==> src/rtl/mem_responder_if.sv <==
// mem_responder_if: request/response bus between the multicycle controller and
// the memory responder.
//   req_rd, req_wr : level requests from the controller
//   addr, wdata    : access address and write data, sampled with the request
//   rdata          : read data, valid while ready=1
//   ready          : one-cycle completion pulse
//   err            : error qualifier, valid only while ready=1
//   busy           : responder is in an access (WAIT/RESP)
// master = controller side, slave = responder side.
interface mem_responder_if #(
  parameter int DATA_W = 8,
  parameter int ADDR_W = 8
);
  logic              req_rd;
  logic              req_wr;
  logic [ADDR_W-1:0] addr;
  logic [DATA_W-1:0] wdata;
  logic [DATA_W-1:0] rdata;
  logic              ready;
  logic              err;
  logic              busy;

  modport master (
    output req_rd, req_wr, addr, wdata,
    input  rdata, ready, err, busy
  );

  modport slave (
    input  req_rd, req_wr, addr, wdata,
    output rdata, ready, err, busy
  );
endinterface

==> src/rtl/mem_responder.sv <==
// mem_responder: unified instruction/data RAM behind the multicycle controller.
// Inserts WAIT_CYCLES wait states per access and returns a one-cycle ready
// pulse with read data or an error flag. A side-band loader writes the RAM
// while the responder is idle and no request is present.
//   clk, rst : clock (rising edge), synchronous active-high reset
//   bus      : mem_responder_if.slave (req_rd/req_wr/addr/wdata in,
//              rdata/ready/err/busy out)
//   ld_en    : loader write strobe
//   ld_addr  : loader address
//   ld_data  : loader data
//
// state  | meaning
// S_IDLE | waiting for a request; loader writes accepted here
// S_WAIT | counting down wait states; bus inputs ignored
// S_RESP | ready pulse cycle; returns to S_IDLE unconditionally
module mem_responder #(
  parameter int DATA_W      = 8,
  parameter int ADDR_W      = 8,
  parameter int DEPTH       = 256,
  parameter int WAIT_CYCLES = 2
) (
  input  logic              clk,
  input  logic              rst,
  mem_responder_if.slave    bus,
  input  logic              ld_en,
  input  logic [ADDR_W-1:0] ld_addr,
  input  logic [DATA_W-1:0] ld_data
);

  localparam logic [ADDR_W:0] DEPTH_L = DEPTH[ADDR_W:0];
  localparam logic [3:0]      WAIT_L  = WAIT_CYCLES[3:0];

  typedef enum logic [1:0] {S_IDLE, S_WAIT, S_RESP} state_t;

  state_t            state;
  logic [3:0]        cnt;
  logic              rd_q;
  logic              wr_q;
  logic [ADDR_W-1:0] addr_q;
  logic [DATA_W-1:0] wdata_q;

  logic [DATA_W-1:0] mem [DEPTH];

  logic              start;
  logic              enter_resp;
  logic              acc_rd;
  logic              acc_wr;
  logic [ADDR_W-1:0] acc_addr;
  logic [DATA_W-1:0] acc_wdata;
  logic              oob;
  logic              conflict;
  logic              mem_we;
  logic [ADDR_W-1:0] mem_wa;
  logic [DATA_W-1:0] mem_wd;

  // With zero wait states RESP is entered straight from IDLE, so the access
  // fields come from the bus in IDLE and from the latched copy otherwise.
  always_comb begin
    start      = (state == S_IDLE) && (bus.req_rd || bus.req_wr);
    acc_rd     = (state == S_IDLE) ? bus.req_rd : rd_q;
    acc_wr     = (state == S_IDLE) ? bus.req_wr : wr_q;
    acc_addr   = (state == S_IDLE) ? bus.addr   : addr_q;
    acc_wdata  = (state == S_IDLE) ? bus.wdata  : wdata_q;
    enter_resp = (start && (WAIT_L == 4'd0)) || ((state == S_WAIT) && (cnt == 4'd1));
    oob        = ({1'b0, acc_addr} >= DEPTH_L);
    conflict   = acc_rd && acc_wr;

    mem_we = 1'b0;
    mem_wa = ld_addr;
    mem_wd = ld_data;
    if (enter_resp && acc_wr && !acc_rd && !oob) begin
      mem_we = 1'b1;
      mem_wa = acc_addr;
      mem_wd = acc_wdata;
    end else if ((state == S_IDLE) && !start && ld_en && ({1'b0, ld_addr} < DEPTH_L)) begin
      mem_we = 1'b1;
    end
  end

  // RAM is not reset; a write coinciding with reset is discarded.
  always_ff @(posedge clk) begin
    if (!rst && mem_we) begin
      mem[mem_wa] <= mem_wd;
    end
  end

  always_ff @(posedge clk) begin
    if (rst) begin
      state     <= S_IDLE;
      cnt       <= 4'd0;
      rd_q      <= 1'b0;
      wr_q      <= 1'b0;
      addr_q    <= '0;
      wdata_q   <= '0;
      bus.ready <= 1'b0;
      bus.err   <= 1'b0;
      bus.busy  <= 1'b0;
      bus.rdata <= '0;
    end else begin
      bus.ready <= 1'b0;
      bus.err   <= 1'b0;
      case (state)
        S_IDLE: begin
          if (start) begin
            rd_q     <= bus.req_rd;
            wr_q     <= bus.req_wr;
            addr_q   <= bus.addr;
            wdata_q  <= bus.wdata;
            cnt      <= WAIT_L;
            bus.busy <= 1'b1;
            state    <= (WAIT_L == 4'd0) ? S_RESP : S_WAIT;
          end
        end
        S_WAIT: begin
          cnt <= cnt - 4'd1;
          if (cnt == 4'd1) begin
            state <= S_RESP;
          end
        end
        S_RESP: begin
          bus.busy <= 1'b0;
          state    <= S_IDLE;
        end
        default: begin
          bus.busy <= 1'b0;
          state    <= S_IDLE;
        end
      endcase

      if (enter_resp) begin
        bus.ready <= 1'b1;
        bus.err   <= oob || conflict;
        if (oob) begin
          bus.rdata <= '0;
        end else if (acc_rd && !acc_wr) begin
          bus.rdata <= mem[acc_addr];
        end
      end
    end
  end

endmodule
==> src/flat_wrapper.sv <==
// flat-port wrapper written by rule: the top's interface ports become plain ports
module mem_responder_flat 
#(
  parameter int DATA_W      = 8,
  parameter int ADDR_W      = 8,
  parameter int DEPTH       = 256,
  parameter int WAIT_CYCLES = 2
)
  (clk, rst, ld_en, ld_addr, ld_data, bus_req_rd, bus_req_wr, bus_addr, bus_wdata, bus_rdata, bus_ready, bus_err, bus_busy);
  mem_responder_if #(.DATA_W(DATA_W), .ADDR_W(ADDR_W)) bus_i ();
  input  logic clk;
  input  logic rst;
  input  logic ld_en;
  input  logic [ADDR_W-1:0] ld_addr;
  input  logic [DATA_W-1:0] ld_data;
  input wire logic [$bits(bus_i.req_rd)-1:0] bus_req_rd;
  input wire logic [$bits(bus_i.req_wr)-1:0] bus_req_wr;
  input wire logic [$bits(bus_i.addr)-1:0] bus_addr;
  input wire logic [$bits(bus_i.wdata)-1:0] bus_wdata;
  output wire logic [$bits(bus_i.rdata)-1:0] bus_rdata;
  output wire logic [$bits(bus_i.ready)-1:0] bus_ready;
  output wire logic [$bits(bus_i.err)-1:0] bus_err;
  output wire logic [$bits(bus_i.busy)-1:0] bus_busy;
  assign bus_i.req_rd = bus_req_rd;
  assign bus_i.req_wr = bus_req_wr;
  assign bus_i.addr = bus_addr;
  assign bus_i.wdata = bus_wdata;
  assign bus_rdata = bus_i.rdata;
  assign bus_ready = bus_i.ready;
  assign bus_err = bus_i.err;
  assign bus_busy = bus_i.busy;
  mem_responder #(.DATA_W(DATA_W), .ADDR_W(ADDR_W), .DEPTH(DEPTH), .WAIT_CYCLES(WAIT_CYCLES)) u_core (.clk(clk), .rst(rst), .bus(bus_i), .ld_en(ld_en), .ld_addr(ld_addr), .ld_data(ld_data));
endmodule
==> config.mk <==
export PLATFORM = sky130hd
export DESIGN_NAME = mem_responder_flat
export DESIGN_NICKNAME = d
export VERILOG_FILES = /design/src/rtl/mem_responder_if.sv /design/src/rtl/mem_responder.sv /design/src/flat_wrapper.sv
export SDC_FILE = /design/constraint.sdc
export NUM_CORES = 2
export LEC_CHECK = 0
export CAP_MARGIN = 20
export CELL_PAD_IN_SITES_DETAIL_PLACEMENT = 0
export CELL_PAD_IN_SITES_GLOBAL_PLACEMENT = 2
export CORE_MARGIN = 2
export CORE_UTILIZATION = 46
export DETAILED_ROUTE_END_ITERATION = 16
export DONT_BUFFER_PORTS = 1
export PLACE_DENSITY_LB_ADDON = 0.1
export SKIP_CTS_REPAIR_TIMING = 1
export SLEW_MARGIN = 10
export SYNTH_ARGS = -nofsm -noshare
export SYNTH_HDL_FRONTEND = slang
export SYNTH_SLANG_ARGS = --single-unit
==> constraint.sdc <==
create_clock -name clk -period 12.8 [get_ports clk]
set_input_delay 2.56 -clock clk [delete_from_list [all_inputs] [get_ports clk]]
set_output_delay 2.56 -clock clk [all_outputs]
set_load 0.01 [all_outputs]
* After elaboration in Yosys (flattened, before gate mapping) *
Memory sizes are Yosys's and may differ from the RTL's. A register that Yosys moved wholly into a read port is not among the register bits.
Index checks and enable logic that the tools add are counted.

word-level totals
  register bits after elaboration = 27
  bits in writable memories = 2048
  output and inout bits = 11
  logic and storage cells = 57
  memories = 1

memory list
  name        depth  width  rd ports  clocked after Yosys merged registers in  write ports  RTL line             RTL
  u_core.mem  256    8      1         1                                        1            mem_responder.sv:42  logic [DATA_W-1:0] mem [DEPTH];

cells by class
  add/subtract/negate cells = 1
  equality and inequality tests = 4
  multiplexer cells = 18
  bitwise gates (word level) = 2
  reductions and logical operators = 22

operators by type and width
  kind                                                                number
  8-bit 2-to-1 mux                                                    4
  2-bit AND reduction                                                 5
  1-bit logical AND                                                   9
  1-bit 2-to-1 mux                                                    8
  4-bit one-hot mux with 2 select lines                               1
  4-bit by 1-bit == test with 1-bit output, second input constant     1
  1-bit zero test                                                     4
  2-bit 2-to-1 mux                                                    2
  4-bit 2-to-1 mux                                                    1
  2-bit one-hot mux with 2 select lines                               1
  4-bit by 1-bit subtractor with 4-bit output, second input constant  1
  2-bit by 1-bit == test with 1-bit output, second input constant     1
  2-bit zero test                                                     1
  2-bit by 1-bit != test with 1-bit output, second input constant     1
  2-bit != test, second input constant                                1
  1-bit inverter                                                      2
  1-bit one-hot mux with 2 select lines                               1
  2-bit nonzero test                                                  1
  2-bit OR reduction                                                  1
  1-bit logical OR                                                    1

* Logic depth before layout (Yosys ltp) *
  depth after elaboration = 10
  depth in mapped cells = 17
  gate-level depth less buffers = 10

* Least setup slack after synthesis *
Ideal clock, no wire load.

  path type = input-to-reg
  start = in bus_wdata[0]
  end = mem u_core.mem[0][0] (data pin)
  library setup time = 1731 ps
  data arrival time = 10288 ps
  required time = 11069 ps
  slack = 781 ps
  cell stages on the path = 2
  buffers on the path = 0
  cell sequence = nand2_1 > a31oi_1

on the way
  cells in the longest elaborated chain, start to end = 2

ends and longest elaborated chain
  what                  RTL line             RTL
  start: declaration    flat_wrapper.sv:19   input wire logic [$bits(bus_i.wdata)-1:0] bus_wdata;
  8-bit 2-to-1 mux      mem_responder.sv:63  acc_wdata = (state == S_IDLE) ? bus.wdata : wdata_q;
  8-bit 2-to-1 mux      mem_responder.sv:71  if (enter_resp && acc_wr && !acc_rd && !oob) begin
  via u_core.mem_wd[0]  mem_responder.sv:54  logic [DATA_W-1:0] mem_wd;
  end: declaration      mem_responder.sv:42

The timed path passes the listed nets, and every way through them passes these cells.

* Final worst setup path *
  start = in bus_addr[0]
  end = reg u_core.bus.rdata[7] (read register of u_core.mem)

on the way
  cells in the longest elaborated chain, start to end = 1

ends and longest elaborated chain
  what                RTL line                RTL
  start: declaration  flat_wrapper.sv:18      input wire logic [$bits(bus_i.addr)-1:0] bus_addr;
  8-bit 2-to-1 mux    mem_responder.sv:62     acc_addr = (state == S_IDLE) ? bus.addr : addr_q;
  end: declaration    mem_responder_if.sv:30  output rdata, ready, err, busy

No other way between the ends.
A chain may end at the register's enable or synchronous reset.

==> impl_metrics.yaml <==
die:
  pin_count: 48
  die_w_um: 428
  fp.dieH_um: 428
  start_util_pct: 46.3
  dieArea_mm2: 0.183
  core_mm2: 0.178
  rows: 155
worst_hold_path:
  hold_path_depth: 2
  hp-start: "u_core.wdata_q[0]$_SDFFE_PP0P_"
  hold_class: "reg -> reg"
placement:
  numPortBuffers: 0
  pre_cts_ws_ns: 5.55
  post-place-cells: 8020
  hpwl_um: 149000
  gp_congestion: 0.850
  dpl_cell_area_mm2: 0.0851
synthesis:
  synth_cells: 5931
  synth.largest_area_cell: "edfxtp_1"
  synthTopCellsByArea: "edfxtp_1, nand2_1, nand3_1"
  synth-async-reset-ratio_pct: 0
  ys.flop_type: "edfxtp_1"
  synth_edf_count: 2048
  postSynthAreaPerCell_um2: 13.9
  synthTopCellsByCount: "edfxtp_1, nand2_1, nand3_1"
  syn_area_mm2: 0.0825
  synth-seq-cells: 2083
  synth_warnings: 0
  ys_types: 69
  syn_nets: 5970
  synth_top_area_share_pct: 74.5
  yosysSeqAreaShare_pct: 75.4
  synth.most_common_cell: "edfxtp_1"
setup_path:
  slowest_stage: "nor4_1"
  startpoint: "bus_addr[0]"
  end_kind: "register"
  critical_path_class: "in -> reg"
  crit_path_cell_trace: "or3b_2 -> nand2_4 -> buf_12 -> buf_4 -> nand2_1 -> a32oi_1 -> a31oi_1 -> nor4_1 -> o21ai_0 -> a311o_1 -> a21oi_1"
  cp.required_ns: 13.60
  rr_startpoint: "u_core.state[1]$_SDFFE_PP0P_"
  arrival_ns: 7.56
  ff2ff_path_depth: 12
  crit_path_max_fanout: 115
  max_stage_delay_ns: 0.85
  startpoint_type: "primary input"
run_status:
  status: "completed"
sta:
  final.setup.tns_ns: 0
  fin_crit_ns: 6.76
  hold_viol: 0
  finalSetupViolCount: 0
  max_clock_freq_ghz: 0.148
  rsz0062_at_grt: "no"
  fin_ws_ns: 6.04
  period_share_pct: 52.8
  worst_slew_pin_slew_ns: 1.49
  slew_headroom_pct: 0.952
  fin_skew_ns: 0.0303
  maxSlewViolCount: 0
global_route:
  grt_max_degree: 202
  overflow: 0
  grt_pass1_vias: 48200
  grt_pass1_wl_um: 365000
  grt.total_usage_pct: 28.1
  antenna_found_initial: 10
run:
  drv_cap: 0
clock_network:
  htree_levels: 4
  numCtsBuffers: 216
  path_clk_slew_ns: 0.06
  clockBufferDepth: 3
  cts_sinks: 2083
  cts_root_buf: "clkbuf_16"
  insertion_delay_ns: 0.87
  cts_tree: "done"
drt:
  ant_nets: 0
  dr.pass1.iters: 6
  drc: 0
  wirelength_um: 258000
  drt_iter0_markers: 5795
  vias: 50500
  wl_per_cell_um: 30.6
  viasPerCell: 6.00
cells_and_area:
  fin_cells: 8429
  final_nets: 5929
  area_delta_synth_final_pct: 11.3
  final_core_util_pct: 51.5
  stdcell_area_mm2: 0.0918
  drive_gt1_share_pct: 8.29
power_and_ir_drop:
  power_density_mw_per_mm2: 162
  p_leak_nw: 30.0
  ir_drop_uv: 140
-- metrics by stage --
stage                     total power, mW  hold WS, ns
after floorplan                      8.54        0.437
after global placement               9.06        0.442
after detailed placement             9.06        0.451
after CTS                            15.0        0.459
after global routing                 15.3        0.485
final                                14.9        0.456
-- cell type report --
type,instances,area [um^2]
Antenna cell,5,12.5
Clock buffer,292,5810
Clock inverter,105,800
Fill cell,15200,86600
Inverter,7,26.3
Multi-Input combinational cell,3451,18800
Sequential cell,2083,62200
Tap cell,2355,2950
Timing Repair Buffer,131,1250
-- worst max-delay path: cells and delay by family --
family,cells,cell delay [ns]
compound gates,5,1.72
buf+inv,2,1.08
simple gates,4,1.85
-- power by group --
group | leakage [nW] | total [mW] | switching, mW | internal [mW]
combinational | 8.08 | 1.39 | 1.04 | 0.347
sequential | 18.7 | 7.52 | 0.0106 | 7.51
clock | 3.22 | 5.97 | 2.64 | 3.33
-- final timing paths --
| path | end | slack (ns) |
|---|---|---|
| worst max-delay path | u_core.bus.rdata[7]$_SDFFE_PP0P_ | 6.04 |
| worst min-delay path | u_core.wdata_q[0]$_SDFFE_PP0P_ | 0.46 |
| worst max register to register | u_core.bus.rdata[7]$_SDFFE_PP0P_ | 6.63 |
| worst min register to register | u_core.wdata_q[0]$_SDFFE_PP0P_ | 0.46 |
-- cell families (layout without fill, tap and decap cells) --
family	count (synthesis)	count (layout)	share of synthesized area [%]
simple gates	2601	2601	13.4
flops	2083	2083	75.4
compound gates	614	614	5.41
buf+inv	397	535	2.28
mux	234	234	3.51
fa+ha+maj	2	2	0.0303
other cells	0	5	0
-- per-layer routing --
metal,track usage (%),wire (um)
met5,0,76
met4,9.70,9130
met3,3.88,15800
met2,44.7,122000
met1,39.9,110000
-- registers in the layout, indices dropped and copies added, names as in the netlist --
signal / flops
u_core.mem: 2048
u_core.addr_q: 8
u_core.bus.rdata: 8
u_core.wdata_q: 8
u_core.cnt: 4
u_core.state: 2
u_core.bus.busy: 1
u_core.bus.err: 1
u_core.bus.ready: 1
u_core.rd_q: 1
u_core.wr_q: 1
-- layout by cell type, fill, tap and decap left out, types with 10 or more instances in the layout --
cell type,netlist,layout
nand4_1,118,118
dfxtp_1,35,35
a22oi_1,26,26
clkbuf_16,0,220
a221oi_1,10,10
a31oi_1,130,119
mux4_2,44,44
clkinv_1,0,56
a21oi_1,87,87
o21ai_0,52,51
o2111ai_1,13,13
clkinv_2,0,29
nand3_1,506,505
nor2_1,291,289
and3_1,61,61
a211oi_1,37,37
mux2i_1,184,180
o22ai_1,11,11
buf_4,31,106
clkbuf_1,161,69
nor4_1,18,15
edfxtp_1,2048,2048
a32oi_1,134,134
nand2_1,1554,1553
a311oi_1,11,11
a32o_1,19,19
buf_12,0,19
nor3_1,12,12
Note: power is estimated with default switching activity, not from simulation.
